## src/rtl/quad_steer_decoder.sv

```systemverilog
// -----------------------------------------------------------------------------
// quad_steer_decoder
//
// Purpose:
//   Receive-side decoder for a real steering encoder (spinner / driving wheel).
//   The raw A/B phases are synchronised, glitch-filtered and decoded as 4x
//   quadrature into a wrapping signed position, single-cycle step pulses and
//   held left/right steering levels.
//
// Parameters:
//   FILTER  - consecutive differing cycles before a filtered phase updates (>=1)
//   COUNT_W - width of the position counter
//   HOLD    - cycles a right/left level stays asserted after the last step
//   HOLD_W  - width of the hold timer (HOLD < 2**HOLD_W)
//
// Ports:
//   CLK      in   block clock
//   reset    in   asynchronous, active-high reset
//   quad_a   in   raw phase A (asynchronous to CLK)
//   quad_b   in   raw phase B (asynchronous to CLK)
//   clr      in   synchronous clear of position and err
//   position out  signed step count, wraps modulo 2**COUNT_W
//   step_r   out  one-cycle pulse per right (clockwise) transition
//   step_l   out  one-cycle pulse per left transition
//   right    out  held level while steering right
//   left     out  held level while steering left
//   err      out  sticky: both phases changed in the same cycle
// -----------------------------------------------------------------------------
module quad_steer_decoder #(
  parameter int FILTER  = 4,
  parameter int COUNT_W = 8,
  parameter int HOLD    = 22500,
  parameter int HOLD_W  = 16
) (
  input  logic               CLK,
  input  logic               reset,
  input  logic               quad_a,
  input  logic               quad_b,
  input  logic               clr,
  output logic [COUNT_W-1:0] position,
  output logic               step_r,
  output logic               step_l,
  output logic               right,
  output logic               left,
  output logic               err
);

  // Filter run-length counter and INIT duration counter widths.
  localparam int FCW = (FILTER < 1) ? 1 : $clog2(FILTER + 1);
  localparam int ICW = $clog2(FILTER + 3);

  localparam logic [FCW-1:0]     F_LAST   = FCW'(FILTER - 1);
  localparam logic [FCW-1:0]     F_ONE    = FCW'(1);
  localparam logic [ICW-1:0]     I_LAST   = ICW'(FILTER + 2);
  localparam logic [ICW-1:0]     I_ONE    = ICW'(1);
  localparam logic [COUNT_W-1:0] P_ONE    = COUNT_W'(1);
  localparam logic [HOLD_W-1:0]  T_ONE    = HOLD_W'(1);
  localparam logic [HOLD_W-1:0]  T_RELOAD = HOLD_W'(HOLD);

  typedef enum logic {
    ST_INIT = 1'b0,
    ST_RUN  = 1'b1
  } state_t;

  state_t             r_state;
  logic [ICW-1:0]     r_init_cnt;
  logic [1:0]         r_prev;
  logic [COUNT_W-1:0] r_pos;
  logic [HOLD_W-1:0]  r_timer;
  logic               r_step_r;
  logic               r_step_l;
  logic               r_right;
  logic               r_left;
  logic               r_err;

  logic               w_init;
  logic               w_run;
  logic [1:0]         w_raw;
  logic [1:0]         w_filt;
  logic [1:0]         w_idx_cur;
  logic [1:0]         w_idx_prev;
  logic               w_right;
  logic               w_left;
  logic               w_illegal;

  assign w_init = (r_state == ST_INIT);
  assign w_run  = (r_state == ST_RUN);
  assign w_raw  = {quad_a, quad_b};   // bit 1 = A, bit 0 = B

  // ---------------------------------------------------------------------------
  // Per-phase synchroniser and glitch filter. During INIT the filtered value
  // follows sync2 directly so the resting input level is absorbed silently.
  // ---------------------------------------------------------------------------
  genvar gi;
  generate
    for (gi = 0; gi < 2; gi++) begin : g_phase
      logic           r_sync1;
      logic           r_sync2;
      logic           r_filt;
      logic [FCW-1:0] r_cnt;

      always_ff @(posedge CLK or posedge reset) begin
        if (reset) begin
          r_sync1 <= 1'b0;
          r_sync2 <= 1'b0;
          r_filt  <= 1'b0;
          r_cnt   <= '0;
        end else begin
          r_sync1 <= w_raw[gi];
          r_sync2 <= r_sync1;
          if (w_init) begin
            r_filt <= r_sync2;
            r_cnt  <= '0;
          end else if (r_sync2 == r_filt) begin
            r_cnt <= '0;
          end else if (r_cnt == F_LAST) begin
            // FILTER-th consecutive differing cycle: accept the new level.
            r_filt <= r_sync2;
            r_cnt  <= '0;
          end else begin
            r_cnt <= r_cnt + F_ONE;
          end
        end
      end

      assign w_filt[gi] = r_filt;
    end
  endgenerate

  // Map the Gray-coded phase pair onto a 0..3 ring so that a right step is
  // "index + 1" and a left step "index - 1": 00->0, 10->1, 11->2, 01->3.
  function automatic logic [1:0] phase_idx(input logic [1:0] ab);
    return {ab[0], ab[1] ^ ab[0]};
  endfunction

  assign w_idx_cur  = phase_idx(w_filt);
  assign w_idx_prev = phase_idx(r_prev);

  // An illegal jump differs by 2 on the ring, so it never matches +1 or -1.
  assign w_right   = w_run && (w_idx_cur == w_idx_prev + 2'd1);
  assign w_left    = w_run && (w_idx_prev == w_idx_cur + 2'd1);
  assign w_illegal = w_run && ((w_filt ^ r_prev) == 2'b11);

  // ---------------------------------------------------------------------------
  // Control FSM, decode, position counter and hold levels.
  // ---------------------------------------------------------------------------
  always_ff @(posedge CLK or posedge reset) begin
    if (reset) begin
      r_state    <= ST_INIT;
      r_init_cnt <= '0;
      r_prev     <= 2'b00;
      r_pos      <= '0;
      r_timer    <= '0;
      r_step_r   <= 1'b0;
      r_step_l   <= 1'b0;
      r_right    <= 1'b0;
      r_left     <= 1'b0;
      r_err      <= 1'b0;
    end else begin
      r_prev   <= w_filt;
      r_step_r <= w_right;
      r_step_l <= w_left;

      case (r_state)
        ST_INIT: begin
          if (r_init_cnt == I_LAST) begin
            r_state <= ST_RUN;
          end else begin
            r_init_cnt <= r_init_cnt + I_ONE;
          end
        end
        ST_RUN: begin
          r_state <= ST_RUN;
        end
        default: begin
          r_state <= ST_INIT;
        end
      endcase

      if (w_illegal) begin
        r_err <= 1'b1;
      end
      if (w_right) begin
        r_pos <= r_pos + P_ONE;
      end else if (w_left) begin
        r_pos <= r_pos - P_ONE;
      end

      // clr overrides any simultaneous step or error for position and err.
      if (clr) begin
        r_pos <= '0;
        r_err <= 1'b0;
      end

      // Hold timer: a step reloads it; the level drops as it reaches zero.
      if (w_right) begin
        r_right <= 1'b1;
        r_left  <= 1'b0;
        r_timer <= T_RELOAD;
      end else if (w_left) begin
        r_left  <= 1'b1;
        r_right <= 1'b0;
        r_timer <= T_RELOAD;
      end else if (r_timer != '0) begin
        r_timer <= r_timer - T_ONE;
        if (r_timer == T_ONE) begin
          r_right <= 1'b0;
          r_left  <= 1'b0;
        end
      end
    end
  end

  assign position = r_pos;
  assign step_r   = r_step_r;
  assign step_l   = r_step_l;
  assign right    = r_right;
  assign left     = r_left;
  assign err      = r_err;

endmodule

```

## config.mk

```make
export PLATFORM = sky130hd
export DESIGN_NAME = quad_steer_decoder
export DESIGN_NICKNAME = d
export VERILOG_FILES = /design/src/rtl/quad_steer_decoder.sv
export SDC_FILE = /design/constraint.sdc
export NUM_CORES = 1
export LEC_CHECK = 0
export CAP_MARGIN = 20
export CELL_PAD_IN_SITES_DETAIL_PLACEMENT = 0
export CELL_PAD_IN_SITES_GLOBAL_PLACEMENT = 2
export CORE_ASPECT_RATIO = 1.5
export CORE_MARGIN = 2
export CORE_UTILIZATION = 38
export CTS_CLUSTER_SIZE = 8
export DETAILED_ROUTE_END_ITERATION = 6
export GPL_TIMING_DRIVEN = 1
export PLACE_DENSITY = 0.75
export SYNTH_ARGS = -nofsm -noshare
export SYNTH_HDL_FRONTEND = slang
export SYNTH_SLANG_ARGS = --single-unit
```

## constraint.sdc

```tcl
create_clock -name CLK -period 3.2 [get_ports CLK]
set_input_delay 0.8 -clock CLK [delete_from_list [all_inputs] [get_ports CLK]]
set_output_delay 0.8 -clock CLK [all_outputs]
set_load 0.02 [all_outputs]
```

==> results of run 1 <==
==> state kept, by name, indices dropped and copies added, names as in the netlist <==
name,flops
r_timer,16
position,8
g_phase.r_cnt,6
r_init_cnt,3
g_phase.r_filt,2
g_phase.r_sync1,2
g_phase.r_sync2,2
r_prev,2
err,1
left,1
r_state,1
right,1
step_l,1
step_r,1
==> power groups by stage <==
stage,Clock (mW),Sequential (mW),Combinational [mW]
CTS,0.401,0.882,1.78
finish,0.380,0.878,1.75
global placement,0,0.894,1.76
global route,0.421,0.905,1.96
detailed placement,0,0.894,1.77
floorplan,0,0.937,1.28
==> cell usage in the layout (no fill, tap or decap), drive strengths merged, types with 4 or more instances in the layout <==
| cell | synthesis | final |
|---|---|---|
| nor3 | 12 | 12 |
| nor4 | 4 | 4 |
| nand3 | 4 | 4 |
| inv | 9 | 11 |
| nor2b | 4 | 4 |
| a21oi | 12 | 12 |
| nor2 | 17 | 17 |
| xor2 | 11 | 11 |
| ha | 13 | 13 |
| clkbuf | 1 | 5 |
| o21ai | 6 | 6 |
| xnor2 | 16 | 16 |
| dfrtp | 47 | 47 |
| clkdlybuf4s50 | 0 | 17 |
| nor3b | 6 | 6 |
| nand2 | 26 | 26 |
==> kinds of logic (layout without fill, tap and decap cells) <==
family                     after synthesis  after routing  synth area share
and+or+nand+nor                         87             87             0.207
DFF                                     47             47             0.484
AOI/OAI and AO/OA                       37             37            0.0962
xor gates and xnor gates                27             27             0.100
adders and majority gates               14             14            0.0751
buffers and inverters                   14             37            0.0283
muxes                                    2              2           0.00926
==> layout make-up <==
cell class | instances | area [um2] | area share
clock buffer | 5 | 68.8 | 0.0247
clock inverter | 3 | 25.0 | 0.00898
inverter | 9 | 33.8 | 0.0121
multi-input combinational | 167 | 1190 | 0.425
sequential | 47 | 1180 | 0.422
tap | 74 | 92.6 | 0.0332
timing repair buffer | 20 | 205 | 0.0736
==> through the flow <==
stage / std cells / util / cell area [um2] / power (mW) / hold WS, ns
finish: 325 / 0.451 / 2790 / 3.01 / 0.356
detailed placement: 317 / 0.436 / 2690 / 2.67 / 0.342
floorplan: 228 / - / 2430 / 2.22 / 0.331
global route: 325 / 0.451 / 2790 / 3.29 / 0.378
global placement: 317 / 0.436 / 2690 / 2.66 / 0.333
CTS: 325 / 0.451 / 2790 / 3.06 / 0.363
==> worst reg2reg max path, cell delays in order (launching register included) <==
cell and delay, ns:
dfrtp_1 0.45, xnor2_1 0.40, nand3_1 0.37, ha_1 0.44, nor2b_1 0.16, o31a_1 0.25
o21a_1 0.18, o311ai_0 0.29
==> path summary, 6_finish.rpt <==
check | slack [ns] | cells past startpoint | to
setup / recovery | 0.56 | 7 | position[6]
max in group asynchronous | 1.85 | 3 | step_l
min in group asynchronous | 0.85 | 2 | r_timer[0]
setup reg to reg | 0.56 | 7 | position[6]
hold / removal | 0.36 | 0 | g_phase[0].r_sync2
hold reg to reg | 0.36 | 0 | g_phase[0].r_sync2
==> metal layers <==
metal	share of wire	global-route usage	vias up	wire, um
li1	-	-	837	-
met1	0.43	0.171	807	2040
met2	0.54	0.273	18	2580
met3	0.020	0.0247	6	96
met4	0.013	0.0498	0	64
met5	0	0	-	0
==> results.cfg, run 1 <==
[run_status]
status = complete, no violations

[yosys]
ys_types = 46
synth_edf_count = 0
ys_warn_count = 0
syn_nets = 247
synth_largest_area_cell = dfrtp_1
async_flop_share = 1.00
syn_area_um2 = 2430
synth_area_leaders = dfrtp_1, ha_1, xnor2_1
syn_area_per_cell_um2 = 10.7
synth_top_area_frac = 0.484
synth.most_common_cell = dfrtp_1
ys_top_cells_by_count = dfrtp_1, nand2_1, nor2_1, xnor2_1, ha_1
syn-instance-count = 228
synth-seq-cells = 47
ys_seq_area_frac = 0.484
synthFlopType = dfrtp_1

[global_route]
gr-usage-all-layers = 0.147
grt_pass1_vias = 1723
grt_pass1_wl_mm = 8.25
grt-ovfl-total = 0
grt_max_degree = 27
antenna_found_initial = 0

[critical_path]
r2r_start = g_phase[0].r_filt
cp-start-kind = flip-flop
critical_path.slowest_cell = dfrtp_1
required_ns = 3.40
path_buf_inv = 0
crit_path_start = g_phase[0].r_filt
crit_arrival_ns = 2.84
path_cells = xnor2_1 > nand3_1 > ha_1 > nor2b_1 > o31a_1 > o21a_1 > o311ai_0
path_delay_family = compound AO/OA/AOI/OAI gates
worstSetupPathType = reg -> reg
cpPeakStageDelay_ns = 0.45
worstSetupEndpointType = flip-flop
worstPathMaxFanout = 8

[timing]
finalClockSkew_ns = 0.00812
worst_slew_pin_slew_ns = 0.596
setup_slack_ns = 0.556
max_freq_mhz = 378
min_period_ns = 2.64
fin_setup_tns_ns = 0
max_slew_margin = 0.602
finalHoldViolations = 0
finalCritPeriodShare = 0.826
drv_slew = 0
rsz0062_at_grt = false
setup_viol = 0

[die]
start_util = 0.394
ios = 18
core_area_um2 = 6170
die_h_um = 102
placement_rows = 35
design.die.area_um2 = 7070
dieWidth_um = 69.3

[worst_hold_path]
hp-class = reg -> reg
hp-start = g_phase[0].r_sync1

[power_and_ir_drop]
peakVddDrop_v = 0.000478
power_density_nw_per_um2 = 1080
p_sw_mw = 1.39
clockPowerShare = 0.126
power_frac_seq = 0.291
p_int_mw = 1.62
pwr-share-comb = 0.583
p_sw_frac = 0.462
power.leakage_nw = 1.12

[final_layout]
syn_to_final_growth_pct = 14.7
fillers = 584
finalNetCount = 269
diodes = 0
drive_gt1_frac = 0.0876

[run]
drv_cap = 0

[cts]
cts.sinks = 47
cts_root_buf = clkbuf_8
postCtsHoldBufs = 0
htreeDepth = 2
cts-resized-gates = 0
cts_tree = built
clkLatencyLatePin_ns = 0.30
clk_path_buf_depth = 2
cts_setup_buffers = 0
path_clk_slew_ns = 0.10
cts_buffers = 5

[drt]
post_drt_wl_per_cell_um = 14.7
drtPass1Iterations = 4
drt_iter0_markers = 26
drc = 0
routed_wl_mm = 4.78
ant_nets = 0
vias = 1668
viasPerCell = 5.13

[placement]
dpl.hpwl_mm = 3.53
dp_slack_ns = 0.542
port_buffers = 17
gp_congestion = 0.794
No activity file was read; power rests on OpenSTA's default activity.
==> inputs of run 2 (changes only) <==
- clock period: 3.2 -> 2.66 ns (I/O delays scaled with it)
==> run 2 against run 1 <==
Net effect:
- first-iteration DRC count grew to 2.5 times the previous value
- highest routed layer unchanged
- sequential power increased by 21%
- count of clock-buffer cells in the layout stayed put
- setup slack got worse by 0.29 ns
==> results.cfg, run 2 (same netlist as run 1, synthesis figures left out) <==
[global_route]
grt_max_degree = 26
grt_pass1_vias = 1790
grt-ovfl-total = 0
grt_pass1_wl_mm = 8.62
gr-usage-all-layers = 0.154
antenna_found_initial = 0

[drt]
routed.top_layer = met4
drt_iter0_markers = 66
wl_met3_um = 81
wl_met2_mm = 2.72
m1WireLength_mm = 2.09
drtPass1Iterations = 4
ant_nets = 0
drc = 0
post_drt_wl_per_cell_um = 15.2
viasPerCell = 5.13
vias = 1673
routed_wl_mm = 4.95

[power_and_ir_drop]
p_sw_frac = 0.463
peakVddDrop_v = 0.000480
p_sw_mw = 1.70
power.leakage_nw = 1.13
pwr-share-comb = 0.589
p_int_mw = 1.97
power_density_nw_per_um2 = 1310
design_power_total_mw = 3.67
power_frac_seq = 0.289
clockPowerShare = 0.123

[worst_hold_path]
hp-class = reg -> reg

[placement]
gp_congestion = 0.828
port_buffers = 17
dpl.hpwl_mm = 3.62
dp_slack_ns = 0.207

[timing]
finalClockSkew_ns = 0.00792
finalHoldViolations = 0
finalCritPeriodShare = 0.899
worst_slew_pin_slew_ns = 0.694
setup_slack_ns = 0.268
max_freq_mhz = 418
drv_slew = 0
fin_setup_tns_ns = 0
min_period_ns = 2.39
max_slew_margin = 0.535
fin_hold_ws_ns = 0.357
rsz0062_at_grt = false
setup_viol = 0

[cts]
htreeDepth = 2
cts_tree = built
clkLatencyLatePin_ns = 0.30
path_clk_slew_ns = 0.10
cts.sinks = 47
cts_buffers = 5
clk_path_buf_depth = 2
cts_setup_buffers = 0
cts_root_buf = clkbuf_8

[die]
dieWidth_um = 69.3
design.die.area_um2 = 7070
ios = 18
core_area_um2 = 6170
die_h_um = 102
placement_rows = 35
start_util = 0.394

[final_layout]
drive_gt1_frac = 0.0952
max_flop_register = r_timer
final_cell_mix = dfrtp_1, nand2_1, clkdlybuf4s50_1
layout_commonest_cell = dfrtp_1
diodes = 0
finalNetCount = 270
fillers = 608
syn_to_final_growth_pct = 15.3
largest_reg_flops = 16

[critical_path]
cpPeakStageDelay_ns = 0.48
regToRegSetupSlack_ns = 0.27
crit_path_start = g_phase[1].r_filt
reg2regPathDepth = 8
r2r_start = g_phase[1].r_filt
worstPathMaxFanout = 8
path_cells = xor2_2 > nand3_1 > buf_4 > ha_1 > nor2b_1 > o31a_1 > o21a_1 > o311ai_0
worstSetupPathType = reg -> reg
worstSetupEndpointType = flip-flop
required_ns = 2.85
cp-endpoint = position[6]
cp-start-kind = flip-flop
critical_path.slowest_cell = dfrtp_1
r2r_end = position[6]
crit_arrival_ns = 2.58

[run_status]
status = complete, no violations

[run]
drv_cap = 0
## run 2: cell count changes in the layout (fill, tap and decap cells not counted), sizes merged
cell and delta:
clkinv +2, inv -2, buf +1
## run 2: metrics by stage
| stage | instance area (um2) | std cells | utilization |
|---|---|---|---|
| after CTS | 2800 | 326 | 0.453 |
| after global placement | 2700 | 318 | 0.437 |
| after floorplan | 2430 | 228 | - |
| after global routing | 2800 | 326 | 0.454 |
| after detailed placement | 2700 | 318 | 0.437 |
| final | 2800 | 326 | 0.454 |
## run 2: worst max-delay path: cells and delay by family (launching register included)
| family | cells | cell delay, ns |
|---|---|---|
| adder cells (fa/ha/maj) | 1 | 0.32 |
| XOR/XNOR | 1 | 0.29 |
| flip-flops | 1 | 0.48 |
| AND/OR/NAND/NOR | 2 | 0.27 |
| AO/OA/AOI/OAI | 3 | 0.74 |
| buffers and inverters | 1 | 0.18 |
## run 2: routing by layer
metal / track usage / vias up
met4: 0.0498 / 0
met3: 0.0247 / 4
met1: 0.175 / 820
li1: - / 829
met2: 0.294 / 20
met5: 0 / -
## run 2: power by group through the flow
| stage | logic, mW | registers [mW] | clock network, mW |
|---|---|---|---|
| 2_1_floorplan | 1.54 | 1.13 | 0 |
| 3_5_place_dp | 2.16 | 1.08 | 0 |
| 5_1_grt | 2.45 | 1.09 | 0.500 |
| 6_report | 2.16 | 1.06 | 0.450 |
| 3_3_place_gp | 2.17 | 1.07 | 0 |
| 4_1_cts | 2.18 | 1.06 | 0.472 |
## run 2: how the worst min path moves through the flow
stage | startpoint | to | slack (ns) | depth (start not counted)
after floorplan | g_phase[0].r_sync1 | g_phase[0].r_sync2 | 0.33 | 0
after global placement | g_phase[0].r_sync1 | g_phase[0].r_sync2 | 0.33 | 0
after detailed placement | g_phase[0].r_sync1 | g_phase[0].r_sync2 | 0.34 | 0
after CTS | g_phase[0].r_sync1 | g_phase[0].r_sync2 | 0.36 | 0
after global routing | g_phase[0].r_sync1 | g_phase[0].r_sync2 | 0.37 | 0
final | g_phase[0].r_sync1 | g_phase[0].r_sync2 | 0.36 | 0
## run 2: area by class of cell
| class | count | area, um2 | area share |
|---|---|---|---|
| timing repair buffer | 21 | 213 | 0.0759 |
| clock inverter | 3 | 25.0 | 0.00893 |
| clock buffer | 5 | 68.8 | 0.0246 |
| multi-input combinational | 167 | 1190 | 0.426 |
| sequential | 47 | 1180 | 0.420 |
| tap | 74 | 92.6 | 0.0330 |
| inverter | 9 | 33.8 | 0.0121 |
## run 2: timing repair
action                     in CTS  in global routing
resized for setup               0                  1
setup endpoints to repair       0                  1
hold buffers                    0                  0
